## config.mk

```make
export PLATFORM = sky130hd
export DESIGN_NAME = k12a_sequencer
export DESIGN_NICKNAME = d
export VERILOG_FILES = /design/src/rtl/k12a_pkg.sv /design/src/rtl/k12a_wait_timer.sv /design/src/rtl/k12a_sequencer.sv
export SDC_FILE = /design/constraint.sdc
export NUM_CORES = 1
export LEC_CHECK = 0
export CAP_MARGIN = 40
export CORE_ASPECT_RATIO = 0.9
export CORE_MARGIN = 8
export CORE_UTILIZATION = 54
export DETAILED_ROUTE_END_ITERATION = 10
export PLACE_DENSITY = 0.83
export RECOVER_POWER = 25
export SKIP_LAST_GASP = 1
export SLEW_MARGIN = 0
export SYNTH_ARGS = -nofsm -noshare
export SYNTH_HDL_FRONTEND = slang
export SYNTH_SLANG_ARGS = --single-unit
```

## constraint.sdc

```tcl
create_clock -name cpu_clock -period 5.7 [get_ports cpu_clock]
set_clock_uncertainty 0.1 [all_clocks]
set_input_delay 1.425 -clock cpu_clock [delete_from_list [all_inputs] [get_ports cpu_clock]]
set_output_delay 1.425 -clock cpu_clock [all_outputs]
set_load 0.02 [all_outputs]
```

## src/rtl/k12a_pkg.sv

```systemverilog
// Shared k12a types: sequencer states, decoder instruction classes, control
// strobe bundle and the interrupt vector address.
package k12a_pkg;

  localparam int unsigned STATE_W = 3;
  localparam int unsigned CLASS_W = 2;
  localparam int unsigned WAIT_W  = 8;
  localparam int unsigned ADDR_W  = 16;

  localparam logic [ADDR_W-1:0] K12A_IRQ_VECTOR = 16'h0004;

  typedef enum logic [STATE_W-1:0] {
    STATE_FETCH1    = 3'd0,
    STATE_FETCH2    = 3'd1,
    STATE_DECODE    = 3'd2,
    STATE_EXECUTE   = 3'd3,
    STATE_MEMORY    = 3'd4,
    STATE_HALT      = 3'd5,
    STATE_INTERRUPT = 3'd6
  } state_t;

  typedef enum logic [CLASS_W-1:0] {
    CLASS_ALU   = 2'd0,
    CLASS_LOAD  = 2'd1,
    CLASS_STORE = 2'd2,
    CLASS_HALT  = 2'd3
  } instr_class_t;

  // Per-cycle control strobes driven toward datapath, PC and memory.
  typedef struct packed {
    logic mem_req;
    logic mem_we;
    logic addr_sel_pc;
    logic ir_load_hi;
    logic ir_load_lo;
    logic pc_inc;
    logic pc_load_vec;
    logic reg_we;
    logic irq_ack;
  } strobes_t;

endpackage

```

## src/rtl/k12a_wait_timer.sv

```systemverilog
// Memory wait-state counter with bus-timeout flag.
//   cpu_clock, reset_n : clock, async active-low reset
//   count_en           : a memory request is waiting this cycle
//   clear              : restart counting (access done or state changing)
//   timeout_c          : counter sits at its last legal value (MEM_TIMEOUT-1)
module k12a_wait_timer
  import k12a_pkg::*;
#(
  parameter int unsigned MEM_TIMEOUT = 15
) (
  input  logic cpu_clock,
  input  logic reset_n,
  input  logic count_en,
  input  logic clear,
  output logic timeout_c
);

  localparam logic [WAIT_W-1:0] CNT_MAX   = '1;
  localparam logic [WAIT_W-1:0] CNT_LIMIT = WAIT_W'(MEM_TIMEOUT - 1);

  logic [WAIT_W-1:0] wait_cnt;

  // Saturating wait counter; clear has priority over counting.
  always_ff @(posedge cpu_clock or negedge reset_n) begin
    if (!reset_n) begin
      wait_cnt <= '0;
    end else if (clear) begin
      wait_cnt <= '0;
    end else if (count_en && (wait_cnt != CNT_MAX)) begin
      wait_cnt <= wait_cnt + WAIT_W'(1);
    end
  end

  assign timeout_c = (wait_cnt == CNT_LIMIT);

endmodule

```

## src/rtl/k12a_sequencer.sv

```systemverilog
// Multi-cycle control sequencer for the k12a core: fetch (two bytes), decode,
// execute or memory access, halt and interrupt entry, with bus timeout.
//   cpu_clock, reset_n            : clock, async active-low reset
//   mem_ready                     : memory finishes the current access
//   instr_class                   : decoder class, sampled in STATE_DECODE
//   irq, irq_enable, run          : interrupt request/enable, resume from halt
//   state                         : current state (registered)
//   mem_req .. irq_ack            : control strobes (combinational, 0 in reset)
//   halted, bus_error             : registered status, bus_error is sticky
module k12a_sequencer
  import k12a_pkg::*;
#(
  parameter int unsigned MEM_TIMEOUT = 15
) (
  input  logic         cpu_clock,
  input  logic         reset_n,
  input  logic         mem_ready,
  input  instr_class_t instr_class,
  input  logic         irq,
  input  logic         irq_enable,
  input  logic         run,
  output state_t       state,
  output logic         mem_req,
  output logic         mem_we,
  output logic         addr_sel_pc,
  output logic         ir_load_hi,
  output logic         ir_load_lo,
  output logic         pc_inc,
  output logic         pc_load_vec,
  output logic         reg_we,
  output logic         irq_ack,
  output logic         halted,
  output logic         bus_error
);

  state_t       state_nxt;
  instr_class_t class_q;
  instr_class_t class_nxt;
  logic         bus_error_nxt;
  strobes_t     strb_c;
  strobes_t     strb_out;
  logic         timeout_c;
  logic         irq_take_c;
  logic         expired_c;

  assign irq_take_c = irq & irq_enable;
  assign expired_c  = timeout_c & ~mem_ready;

  // Next-state and strobe decode.
  always_comb begin
    state_nxt     = state;
    class_nxt     = class_q;
    bus_error_nxt = bus_error;
    strb_c        = '0;

    case (state)
      STATE_FETCH1: begin
        strb_c.mem_req     = 1'b1;
        strb_c.addr_sel_pc = 1'b1;
        if (mem_ready) begin
          strb_c.ir_load_hi = 1'b1;
          strb_c.pc_inc     = 1'b1;
          state_nxt         = STATE_FETCH2;
        end else if (expired_c) begin
          bus_error_nxt = 1'b1;
          state_nxt     = STATE_HALT;
        end
      end

      STATE_FETCH2: begin
        strb_c.mem_req     = 1'b1;
        strb_c.addr_sel_pc = 1'b1;
        if (mem_ready) begin
          strb_c.ir_load_lo = 1'b1;
          strb_c.pc_inc     = 1'b1;
          state_nxt         = STATE_DECODE;
        end else if (expired_c) begin
          bus_error_nxt = 1'b1;
          state_nxt     = STATE_HALT;
        end
      end

      STATE_DECODE: begin
        class_nxt = instr_class;
        case (instr_class)
          CLASS_ALU:               state_nxt = STATE_EXECUTE;
          CLASS_LOAD, CLASS_STORE: state_nxt = STATE_MEMORY;
          default:                 state_nxt = STATE_HALT;
        endcase
      end

      // Instruction boundary: the only place besides HALT where irq is taken.
      STATE_EXECUTE: begin
        strb_c.reg_we = 1'b1;
        state_nxt     = irq_take_c ? STATE_INTERRUPT : STATE_FETCH1;
      end

      STATE_MEMORY: begin
        strb_c.mem_req = 1'b1;
        strb_c.mem_we  = (class_q == CLASS_STORE);
        if (mem_ready) begin
          strb_c.reg_we = (class_q == CLASS_LOAD);
          state_nxt     = irq_take_c ? STATE_INTERRUPT : STATE_FETCH1;
        end else if (expired_c) begin
          bus_error_nxt = 1'b1;
          state_nxt     = STATE_HALT;
        end
      end

      // irq beats run; only a run resume clears a latched bus error.
      STATE_HALT: begin
        if (irq_take_c) begin
          state_nxt = STATE_INTERRUPT;
        end else if (run) begin
          state_nxt     = STATE_FETCH1;
          bus_error_nxt = 1'b0;
        end
      end

      STATE_INTERRUPT: begin
        strb_c.irq_ack     = 1'b1;
        strb_c.pc_load_vec = 1'b1;
        state_nxt          = STATE_FETCH1;
      end

      default: begin
        state_nxt = STATE_FETCH1;
      end
    endcase
  end

  // State and status flops.
  always_ff @(posedge cpu_clock or negedge reset_n) begin
    if (!reset_n) begin
      state     <= STATE_FETCH1;
      class_q   <= CLASS_ALU;
      halted    <= 1'b0;
      bus_error <= 1'b0;
    end else begin
      state     <= state_nxt;
      class_q   <= class_nxt;
      halted    <= (state_nxt == STATE_HALT);
      bus_error <= bus_error_nxt;
    end
  end

  // Wait counter restarts on completion or whenever the state moves on.
  k12a_wait_timer #(
    .MEM_TIMEOUT(MEM_TIMEOUT)
  ) u_wait_timer (
    .cpu_clock(cpu_clock),
    .reset_n  (reset_n),
    .count_en (strb_c.mem_req & ~mem_ready),
    .clear    (mem_ready | (state_nxt != state)),
    .timeout_c(timeout_c)
  );

  // Reset forces FETCH1, whose fetch strobes must stay quiet until release.
  assign strb_out    = reset_n ? strb_c : '0;
  assign mem_req     = strb_out.mem_req;
  assign mem_we      = strb_out.mem_we;
  assign addr_sel_pc = strb_out.addr_sel_pc;
  assign ir_load_hi  = strb_out.ir_load_hi;
  assign ir_load_lo  = strb_out.ir_load_lo;
  assign pc_inc      = strb_out.pc_inc;
  assign pc_load_vec = strb_out.pc_load_vec;
  assign reg_we      = strb_out.reg_we;
  assign irq_ack     = strb_out.irq_ack;

endmodule

```

# Word-level counts from Yosys, hierarchy flattened
# Index checks and enable logic that the tools add are counted.
# op_classes
n_addsub	1
n_eq_ne	18
muxes	28
n_bitwise	5
reduce_logical	9
# ops
cell	count
3-bit two-way mux	7
3-bit one-hot mux with 6 select lines	1
8-bit two-way mux	2
3-bit equality test (second input constant)	4
1-bit two-way mux	12
9-bit two-way mux	1
8-bit by 1-bit adder with 8-bit output (second input constant)	1
8-bit by 4-bit equality test with 1-bit output (second input constant)	1
8-bit != test (second input constant)	1
3-bit by 2-bit equality test with 1-bit output (second input constant)	2
2-bit != test (second input constant)	3
1-bit one-hot mux with 2 select lines	3
3-bit one-hot mux with 2 select lines	1
5-bit AND reduction	1
2-bit by 1-bit equality test with 1-bit output (second input constant)	2
2-bit equality test (second input constant)	2
2-bit nonzero test	2
2-bit OR reduction	2
1-bit bitwise AND	3
3-bit by 1-bit equality test with 1-bit output (second input constant)	1
3-bit logical NOT	1
3-bit != test	1
3-bit OR reduction	1
2-bit logical NOT	1
other kinds (5)	5
# totals
reg_bits	15
input_bits	8
output_inout_bits	14
wordCells	66

# Logic depth before layout (Yosys ltp)
# Gate-level depths: netlist of run 1.
# logic_depth
depth_word	8
ltp_mapped	6
mapped_depth_nobuf	6

# Hierarchy
# Synthesis of run 1 repeated with hierarchy kept, for this count alone.
# hier_totals
cells_unflattened	133
area_unflattened_um2	1194.9
# modules_own_cells
mod	n_inst	cells_each	area_per_inst_um2	seq_area_each_um2
k12a_sequencer	1	77	676.9	175.2
k12a_wait_timer	1	56	518.0	200.2

# Worst setup path after synthesis of run 1
# Ideal clock, no wire load.
# synth_path
path_type	input port to output port
start	input port reset_n
end	output port mem_we
arrival_time_ps	2201
t_required_ps	4175
slack_ps	1974
stages	2
n_path_buf	0
path_cell_list	nand2b_1 > nor4bb_1
# synth_via
elab_chain_cells	1
# synth_rtl
element	line_no	text
start, declared	k12a_sequencer.sv:16	input logic reset_n,
9-bit two-way mux	k12a_sequencer.sv:159	assign strb_out = reset_n ? strb_c : '0;
end, declared	k12a_sequencer.sv:24	output logic mem_we,
# No other way between the ends.

# Worst setup path after layout of run 1
# layout_path
start	input port reset_n
end	output port mem_req
# layout_via
elab_chain_cells	1
# layout_rtl
element	line_no	text
9-bit two-way mux	k12a_sequencer.sv:159	
end, declared	k12a_sequencer.sv:23	output logic mem_req,
# No other way between the ends.

==> run summary, run 1 <==
Worst Path Arrival -> 3.52 ns
Synth top area share -> 34.21%
total gr overflow -> 0
Fin Setup TNS -> 0 ns
Max Cap Viol -> 0
synth cell count leaders -> dfrtp_1, nand2_1, nor3_1
starting density of the core -> 57.32%
crit path capture -> mem_req
area grow syn2layout -> 21.89%
Hold Violations, Final -> 0
Hold Buf Count CTS -> 0
Mean Syn Cell Area -> 8.921 sq um
number of diodes -> 0
Unique masters post-synth -> 43
Fillers -> 161
Stages on worst setup path -> 4
post-synthesis sequential area ratio -> 34.21%
insertion delay of the later-clocked pin in the worst-skew pair -> 0.28 ns
Initial DRT Pass Iterations -> 4
hpwl dp -> 2004 microns
Final Routed Wirelength -> 2579 microns
synth top area cells -> dfrtp_1, ha_1, mux2i_1
Final GP Congestion -> 0.8350
first-pass GRT wire length -> 4360 microns
flops & latches, synth -> 15
Post-Syn Instances -> 123
drt initial violations -> 27
Min Clock Period, post-route -> 5.049 ns
Slowest-stage cell, CP -> dlygate4sd3_1
crit-path max FO -> 14
CTS tree -> done
DR WL/cell -> 15.26 microns
R2R Setup Slk -> 3.64 ns
PwrDens -> 389.9 nW/um^2
Inst Count DP -> 165
Critical R2R Launch -> state[1]
clock share of power -> 11.1%
Finished Layout Cells -> 169
Reg clk slew, reported paths -> 0.07 ns
Crit Path Class -> input port to output port
row cnt -> 15
Final setup viols -> 0
Fmax achieved -> 0.1981 GHz
num ports -> 22
share of power burned in combinational logic -> 52.2%
RSZ-0062 raised after global routing -> no
most frequent cell after synthesis -> dfrtp_1
CP delay by family, top -> buffers and inverters
R2R cell count -> 4
r2r endpoint -> u_wait_timer.wait_cnt[2]
Net Count, Synth -> 135
Final Core Density -> 69.87%
max_slew headroom -> 54.21%
Num CTS Buffers -> 3
Static Leak -> 0.5841 nW
share of cells above drive strength 1 -> 6.944%
DIE HEIGHT -> 58.77 microns
Worst Max-Slew Pin Slew -> 0.6868 ns
Final Cycle Share -> 88.57%
pin count of the biggest net entering global routing -> 18
crit-path max cell delay -> 0.71 ns
Layout Nets -> 157
buffer and inverter count on the worst path -> 3
core area -> 1914 sq um
Antenna Violating Nets Remaining -> 0
DRC violations left -> 0
critical path endpoint category -> output port
Async S/R FF share, synth -> 100.0%
Worst Setup Start Kind -> input port
worst min path class -> register to register
Worst setup startpoint -> reset_n
cell-internal power -> 0.0002833 W
clock buffer depth -> 2
DR vias/cell -> 5.734
GRT Total Usage -> 14.68%
Net Sw Frac -> 45.67%
Vias -> 969
port buffer count -> 21
Required @ worst endpoint -> 4.18 ns
Mapped Area -> 1097 sq um
post-CTS resize count -> 0
status -> completed
Hold Slack -> 0.4192 ns
initial antenna violation count -> 0
yosys warns -> 0
area leader, netlist -> dfrtp_1
CTS sink cnt -> 15
Worst VDD drop -> 0.2815 mV
vias in the first global route -> 926
setup repair bufs after CTS -> 0
Reg power frac -> 36.7%
ys flop type -> dfrtp_1
crit path cell chain -> dlygate4sd3_1, clkbuf_1, and2_1, clkdlybuf4s50_1
CTS Root Cell -> clkbuf_4
final slew viol count -> 0
Die Area -> 3732 sq um
Post-synth EDFFs -> 0
H-tree Lvls -> 1
Psw -> 0.0002382 W
Die Width -> 63.52 microns
==> cells in the final DEF (no fill, tap or decap), types with 4 or more instances in the layout <==
cell / instances
nand3_1: 4
nor3_1: 9
and2_1: 5
nand4_1: 4
nor2_1: 5
mux2i_1: 5
nand2_1: 10
nand2b_1: 5
clkdlybuf4s50_1: 20
inv_1: 7
ha_1: 4
dfrtp_1: 15
o21ai_0: 8
==> registers in the layout, indices dropped and copies added (netlist names) <==
| register | count |
|---|---|
| class_q | 2 |
| u_wait_timer.wait_cnt | 8 |
| state | 3 |
| bus_error | 1 |
| halted | 1 |
==> metrics by stage <==
stage | setup WS (ns) | cell area, sq um | power, W
floorplan | 1.974 | 1097 | 0.0003702
global placement | 1.051 | 1315 | 0.0004566
detailed placement | 0.9726 | 1315 | 0.0004618
CTS | 0.9678 | 1341 | 0.0005220
global route | 0.4632 | 1338 | 0.0005613
finish | 0.6513 | 1338 | 0.0005215
==> layout make-up <==
class	instances	area (sq um)	area share, %
multi-input cells	96	664.4	49.67
flip-flops and latches	15	375.4	28.06
repair buffers	22	214.0	16.00
well taps	25	31.28	2.339
clock buffers	4	26.28	1.964
inverters	7	26.28	1.964
==> worst min path at each step <==
stage / cells after the start / to / from
6_report: 2 / class_q[0] / class_q[0]
5_1_grt: 2 / bus_error / bus_error
4_1_cts: 2 / class_q[0] / class_q[0]
3_5_place_dp: 2 / class_q[0] / class_q[0]
3_3_place_gp: 2 / class_q[1] / class_q[1]
2_1_floorplan: 2 / class_q[1] / class_q[1]
==> power groups by stage <==
stage	Clock, W	Sequential (W)	Combinational, W
2_1_floorplan	0	0.000173	0.000197
3_3_place_gp	0	0.000190	0.000266
3_5_place_dp	0	0.000192	0.000270
4_1_cts	0.0000608	0.000190	0.000272
5_1_grt	0.0000669	0.000198	0.000297
6_report	0.0000579	0.000191	0.000272
==> cells by family after synthesis <==
group / after synthesis / share of synthesized area (%)
AO/OA/AOI/OAI: 25 / 15.28
XOR/XNOR: 2 / 1.597
adder cells (fa/ha/maj): 5 / 5.473
buffers and inverters: 12 / 5.245
flip-flops: 15 / 34.21
multiplexers: 5 / 4.561
AND/OR/NAND/NOR: 59 / 33.64
==> per-layer routing <==
metal	share of wire, %	track usage [%]	routed length (microns)	vias to the layer above
li1	-	-	-	497
met1	45	17.44	1162	447
met2	47	23.55	1218	20
met3	6.1	6.439	157	5
met4	1.6	4.127	40	0
met5	0	0	0	-
==> worst min-delay path, cell delays in order, from the launching register on <==
cell and delay [ns]:
dfrtp_1 0.37, nand2_1 0.05, o21ai_0 0.06
No activity file was read; power rests on OpenSTA's default activity.
==> run 2, diff against run 1 <==
Settings changed: ABC_AREA from default to 1, CORE_MARGIN 8 to default, CORE_UTILIZATION 54 to 55, CTS_CLUSTER_DIAMETER from default to 40.
==> run 2 against run 1 <==
  * Critical path depth stayed put
  * Register-to-register slack better by 0.18 ns
  * Fmax is 5.4% higher
  * Setup slack better by 0.26 ns
  * Sequential cell count stayed put
  * Combinational power is 39% higher
  * Global-route usage is 11 points higher
  * Hold slack worse by 0.025 ns
  * Clock power is 1% higher
  * Via count is 11% higher
  * Die area is 35% lower
  * Design area is 9.3% higher
==> run summary, run 2 <==
DR WL/cell -> 12.31 microns (-19%)
num ports -> 22 (unchanged)
R2R cell count -> 8 (+4)
Worst Max-Slew Pin Slew -> 0.6913 ns (+0.004457 ns)
Static Leak -> 0.6966 nW (+19%)
critical path endpoint category -> output port
Fin Setup TNS -> 0 ns (unchanged)
flops & latches, synth -> 15 (unchanged)
Mapped Area -> 1231 sq um (+12%)
Die Area -> 2432 sq um (-35%)
ys flop type -> dfrtp_1
PwrDens -> 428.9 nW/um^2 (+10%)
Die Width -> 51.87 microns (-18%)
simple-gate share of the synthesized area -> 44.41% (+11 points)
Hold Buf Count CTS -> 0 (unchanged)
worst min path class -> register to register
Vias -> 1,074 (+11%)
DRC violations left -> 0 (unchanged)
area leader, netlist -> dfrtp_1
post-synthesis compound-gate area fraction -> 3.862% (-11 points)
DIE HEIGHT -> 46.89 microns (-20%)
commonest non-fill, non-tap cell in the layout -> nand2_1
post-synthesis xor/xnor area fraction -> 4.980% (+3.4 points)
Hold Violations, Final -> 0 (unchanged)
final slew viol count -> 0 (unchanged)
Biggest register -> u_wait_timer.wait_cnt
adder-cell area share of the yosys netlist -> 4.065% (-1.4 points)
Fillers -> 165 (+2.5%)
pin count of the biggest net entering global routing -> 14 (-4)
Reg power frac -> 30.4% (-6.3 points)
top flop regs -> u_wait_timer.wait_cnt x8, state x3, class_q x2
post-synthesis sequential area ratio -> 30.49% (-3.7 points)
setup repair bufs after CTS -> 0 (unchanged)
Antenna Violating Nets Remaining -> 0 (unchanged)
clock share of power -> 9.3% (-1.8 points)
clock buffer depth -> 2 (unchanged)
Psw -> 0.0003222 W (+35%)
cell-internal power -> 0.0003045 W (+7.5%)
Crit Path Class -> input port to output port
synth cell count leaders -> nand2_1, inv_1, dfrtp_1, nor2_1, nor2_2
yosys warns -> 0 (unchanged)
multi-input gate area in the final layout -> 705.7 sq um (+6.2%)
synth top area cells -> dfrtp_1, nand2_1, nor2_2
source of the worst hold timing path -> class_q[1]
Net Sw Frac -> 51.41% (+5.7 points)
core area -> 2008 sq um (+4.9%)
Final Cycle Share -> 84.07% (-4.5 points)
Largest register FFs -> 8 (unchanged)
starting density of the core -> 61.31% (+4.0 points)
CTS Root Cell -> clkbuf_4
Final Routed Wirelength -> 2586 microns (+0.27%)
Sequential cell area -> 375.4 sq um (unchanged)
area grow syn2layout -> 18.70%
number of diodes -> 0 (unchanged)
Reg clk slew, reported paths -> 0.08 ns (about the same)
max_slew headroom -> 53.92% (-0.30 points)
share of power burned in combinational logic -> 60.2% (+8.0 points)
r2r endpoint -> u_wait_timer.wait_cnt[0]
Critical R2R Launch -> state[0]
CTS sink cnt -> 15 (unchanged)
first-pass GRT wire length -> 4457 microns (+2.2%)
DR vias/cell -> 5.114 (-11%)
Mean Syn Cell Area -> 7.553 sq um (-15%)
share of cells above drive strength 1 -> 27.57% (+21 points)
Required @ worst endpoint -> 4.18 ns (about the same)
largest family of logic cells by synthesized area -> simple AND/OR/NAND/NOR gates
Fmax achieved -> 0.2087 GHz (+5.4%)
vias in the first global route -> 1,015 (+9.6%)
Final setup viols -> 0 (unchanged)
total gr overflow -> 0 (unchanged)
multiplexer share of the synthesized area -> 0% (-4.6 points)
GRT Total Usage -> 25.29% (+11 points)
CTS tree -> done
Unique masters post-synth -> 27 (-37%)
Worst Setup Start Kind -> input port
Worst Path Arrival -> 3.27 ns (-0.25 ns)
post-CTS resize count -> 0 (unchanged)
Min Clock Period, post-route -> 4.792 ns (-0.2567 ns)
R2R Setup Slk -> 3.82 ns (+0.18 ns)
Worst setup startpoint -> reset_n
row cnt -> 15 (unchanged)
port buffer count -> 21 (unchanged)
Layout Nets -> 198 (+26%)
H-tree Lvls -> 1 (unchanged)
Worst VDD drop -> 0.2949 mV (+4.8%)
most frequent cell after synthesis -> nand2_1
Max Cap Viol -> 0 (unchanged)
Post-synth EDFFs -> 0 (unchanged)
drt initial violations -> 32 (+19%)
initial antenna violation count -> 0 (unchanged)
Net Count, Synth -> 175 (+30%)
Final Core Density -> 72.77% (+2.9 points)
crit-path max FO -> 6 (-8)
Synth top area share -> 30.49% (-3.7 points)
most frequent cells in the layout -> nand2_1, clkdlybuf4s50_1, inv_1
Num CTS Buffers -> 3 (unchanged)
crit path capture -> pc_load_vec
Initial DRT Pass Iterations -> 4 (unchanged)
Async S/R FF share, synth -> 100.0% (unchanged)
hpwl dp -> 2136 microns (+6.6%)
insertion delay of the later-clocked pin in the worst-skew pair -> 0.28 ns (about the same)
Post-Syn Instances -> 163 (+33%)
Final GP Congestion -> 0.8489 (+1.7%)
status -> completed
RSZ-0062 raised after global routing -> no
[run 2: cell types whose count changed in the layout (fill, tap and decap cells not counted), moves of 7 or more]
cell,change
inv_1,+9
nand2_1,+21
nand2_2,+13
nand3_1,+7
nor2_1,+10
nor2_2,+15
nor3_1,-8
[run 2: per-layer routing]
layer / routed length [microns] / track usage, % / up-vias
li1: - / - / 544
met2: 1289 / 43.33 / 28
met4: 23 / 6.486 / 0
met1: 1155 / 30.53 / 498
met3: 118 / 9.061 / 4
met5: 0 / 0 / -
[run 2: through the flow]
| stage | cells | worst slack, ns | hold WS [ns] | instance area (sq um) | power (W) |
|---|---|---|---|---|---|
| global route | 210 | 0.8468 | 0.4612 | 1461 | 0.0006791 |
| finish | 210 | 0.9081 | 0.3944 | 1461 | 0.0006267 |
| CTS | 210 | 1.019 | 0.3963 | 1465 | 0.0006302 |
| global placement | 206 | 1.131 | 0.3763 | 1439 | 0.0005547 |
| detailed placement | 206 | 1.024 | 0.3735 | 1439 | 0.0005698 |
| floorplan | 163 | 1.726 | 0.3530 | 1231 | 0.0004757 |
[run 2: cell families (layout without fill, tap and decap cells)]
family | after synthesis | in the layout
AOI/OAI and AO/OA | 8 | 8
buffers and inverters | 29 | 51
and+or+nand+nor | 100 | 100
xor gates and xnor gates | 7 | 7
DFF | 15 | 15
adders and majority gates | 4 | 4
[run 2: how the worst min path moves through the flow]
stage,depth (start not counted),endpoint,slack [ns]
after floorplan,2,class_q[1],0.35
after global placement,2,class_q[1],0.38
after detailed placement,2,class_q[1],0.37
after CTS,2,class_q[1],0.40
after global routing,2,class_q[1],0.46
final,2,class_q[1],0.39
[run 2: cell type report]
cell class / count / area share (%)
clock buffers: 4 / 1.798
inverters: 25 / 7.449
multi-input cells: 119 / 48.29
flip-flops and latches: 15 / 25.68
well taps: 25 / 2.140
repair buffers: 22 / 14.64
[run 2: critical path: stages]
cell             delay [ns]
dlygate4sd3_1          0.71
inv_1                  0.14
nor4_1                 0.31
clkdlybuf4s50_1        0.68
[run 2: power groups by stage]
stage / Sequential [W] / Clock [W] / Combinational (W)
after floorplan: 0.000172 / 0 / 0.000304
after global placement: 0.000190 / 0 / 0.000364
after detailed placement: 0.000193 / 0 / 0.000377
after CTS: 0.000190 / 0.0000617 / 0.000378
after global routing: 0.000195 / 0.0000658 / 0.000418
final: 0.000191 / 0.0000586 / 0.000377
==> run 3, diff against run 2 <==
Settings changed: CORE_UTILIZATION 55 to 47, PLACE_DENSITY 0.83 to 0.75.
Clock period 5.7 ns to 4.4 ns, I/O delays scaled along.
==> run 3 against run 2 <==
  * Sequential cell count unchanged
  * Setup slack got worse by 0.59 ns
  * Combinational power is 29% higher
  * Core utilization fell by 13 points
  * Global-route usage decreased by 5.8 points
  * Non-clock buffer count is 1 higher
==> run summary, run 3 (same netlist as run 2, synthesis figures left out) <==
Die Area -> 2829 sq um (+16%)
critical path endpoint category -> output port
most frequent cells in the layout -> nand2_1, clkdlybuf4s50_1, inv_1
first-pass GRT wire length -> 4284 microns (-3.9%)
setup ws final -> 0.3179 ns (-0.5902 ns)
Vias -> 1,031 (-4.0%)
Place WS -> 0.4796 ns (-0.5447 ns)
H-tree Lvls -> 1 (unchanged)
status -> completed
starting density of the core -> 49.90% (-11 points)
worst min path class -> register to register
drt initial violations -> 25 (-22%)
Die Width -> 55.95 microns (+7.9%)
Crit Path Class -> input port to output port
GRT Total Usage -> 19.52% (-5.8 points)
Worst VDD drop -> 0.3426 mV (+16%)
PwrDens -> 554.6 nW/um^2 (+29%)
DIE HEIGHT -> 50.56 microns (+7.8%)
Initial DRT Pass Iterations -> 4 (unchanged)
DR vias/cell -> 4.818 (-5.8%)
insertion delay of the later-clocked pin in the worst-skew pair -> 0.29 ns (about the same)
port buffer count -> 21 (unchanged)
core area -> 2467 sq um (+23%)
Fmax achieved -> 0.2450 GHz
RSZ-0062 raised after global routing -> no
Worst Path Arrival -> 2.88 ns (-0.39 ns)
Hold Buf Count CTS -> 0 (unchanged)
num ports -> 22 (unchanged)
setup repair bufs after CTS -> 0 (unchanged)
DRC violations left -> 0 (unchanged)
Reg clk slew, reported paths -> 0.10 ns (+0.02 ns)
pin count of the biggest net entering global routing -> 11 (-3)
row cnt -> 17 (+2)
share of cells above drive strength 1 -> 27.96% (+0.39 points)
max_slew headroom -> 63.40% (+9.5 points)
CTS tree -> done
Fin Setup TNS -> 0 ns (unchanged)
total gr overflow -> 0 (unchanged)
post-CTS resize count -> 0 (unchanged)
Final GP Congestion -> 0.8630 (+1.7%)
crit-path max FO -> 6 (unchanged)
Final setup viols -> 0 (unchanged)
Required @ worst endpoint -> 3.20 ns (-0.98 ns)
Largest register FFs -> 8 (unchanged)
DR WL/cell -> 11.24 microns (-8.7%)
Static Leak -> 0.7005 nW (+0.56%)
area grow syn2layout -> 19.41%
Antenna Violating Nets Remaining -> 0 (unchanged)
Num CTS Buffers -> 3 (unchanged)
vias in the first global route -> 1,000 (-1.5%)
CTS sink cnt -> 15 (unchanged)
Worst Max-Slew Pin Slew -> 0.5490 ns (-0.1423 ns)
post-route cell area -> 1470 sq um (+0.60%)
Final Cycle Share -> 92.78%
Biggest register -> u_wait_timer.wait_cnt
placed cell area -> 1450 sq um (+0.78%)
CTS Root Cell -> clkbuf_4
Hold Violations, Final -> 0 (unchanged)
hpwl dp -> 1923 microns (-10%)
top flop regs -> u_wait_timer.wait_cnt x8, state x3, class_q x2
commonest non-fill, non-tap cell in the layout -> nand2_1
final slew viol count -> 0 (unchanged)
Worst Setup Start Kind -> input port
Min Clock Period, post-route -> 4.082 ns
clock buffer depth -> 2 (unchanged)
number of diodes -> 0 (unchanged)
Final Routed Wirelength -> 2405 microns (-7.0%)
Max Cap Viol -> 0 (unchanged)
initial antenna violation count -> 0 (unchanged)
Hold Slack -> 0.4044 ns (+0.009938 ns)
Layout Nets -> 199 (+0.51%)
## run 3: cell count changes in the layout (fill, tap and decap cells not counted)
cell / previous run / this run
clkinv_2: 0 / 1
## run 3: final cells by class
cell class                      count  area, sq um
Clock buffer                        3        22.52
Clock inverter                      1        5.005
Fill cell                         227        997.2
Inverter                           25        108.9
Multi-Input combinational cell    119        705.7
Sequential cell                    15        375.4
Tap cell                           28        35.03
Timing Repair Buffer               23        217.7
## run 3: where the power goes
part | total [W] | switching (W) | internal (W)
clock | 0.0000843 | 0.0000504 | 0.0000338
sequential | 0.000246 | 0.0000740 | 0.000172
combinational | 0.000485 | 0.000298 | 0.000187
## run 3: routing by layer
metal / vias up / wire length [microns] / global-route usage [%]
met4: 0 / 37 / 7.317
met1: 462 / 1241 / 27.07
met5: - / 0 / 0
met3: 5 / 86 / 2.577
li1: 542 / - / -
met2: 22 / 1040 / 31.33
## run 3: stage by stage
step / total power [W] / util (%) / std cells
finish: 0.0008153 / 59.58 / 214
global route: 0.0008842 / 59.58 / 214
CTS: 0.0008216 / 59.89 / 214
global placement: 0.0007239 / 58.77 / 210
detailed placement: 0.0007361 / 58.77 / 210
floorplan: 0.0006163 / - / 163
## run 3: worst paths after layout
path                       cells past startpoint                       end  slack, ns        from
max                                            5                ir_load_lo       0.32     reset_n
min                                            2                class_q[1]       0.40  class_q[1]
max reg2reg                                   10  u_wait_timer.wait_cnt[3]       2.51    state[2]
min reg2reg                                    2                class_q[1]       0.40  class_q[1]
max in group asynchronous                      2  u_wait_timer.wait_cnt[2]       2.50     reset_n
min in group asynchronous                      2                  state[2]       1.27     reset_n
## run 3: worst max-delay path, stage by stage
cell and delay (ns):
dlygate4sd3_1 0.64, clkbuf_1 0.33, nand2_1 0.10, nor2_1 0.10, clkdlybuf4s50_1 0.60
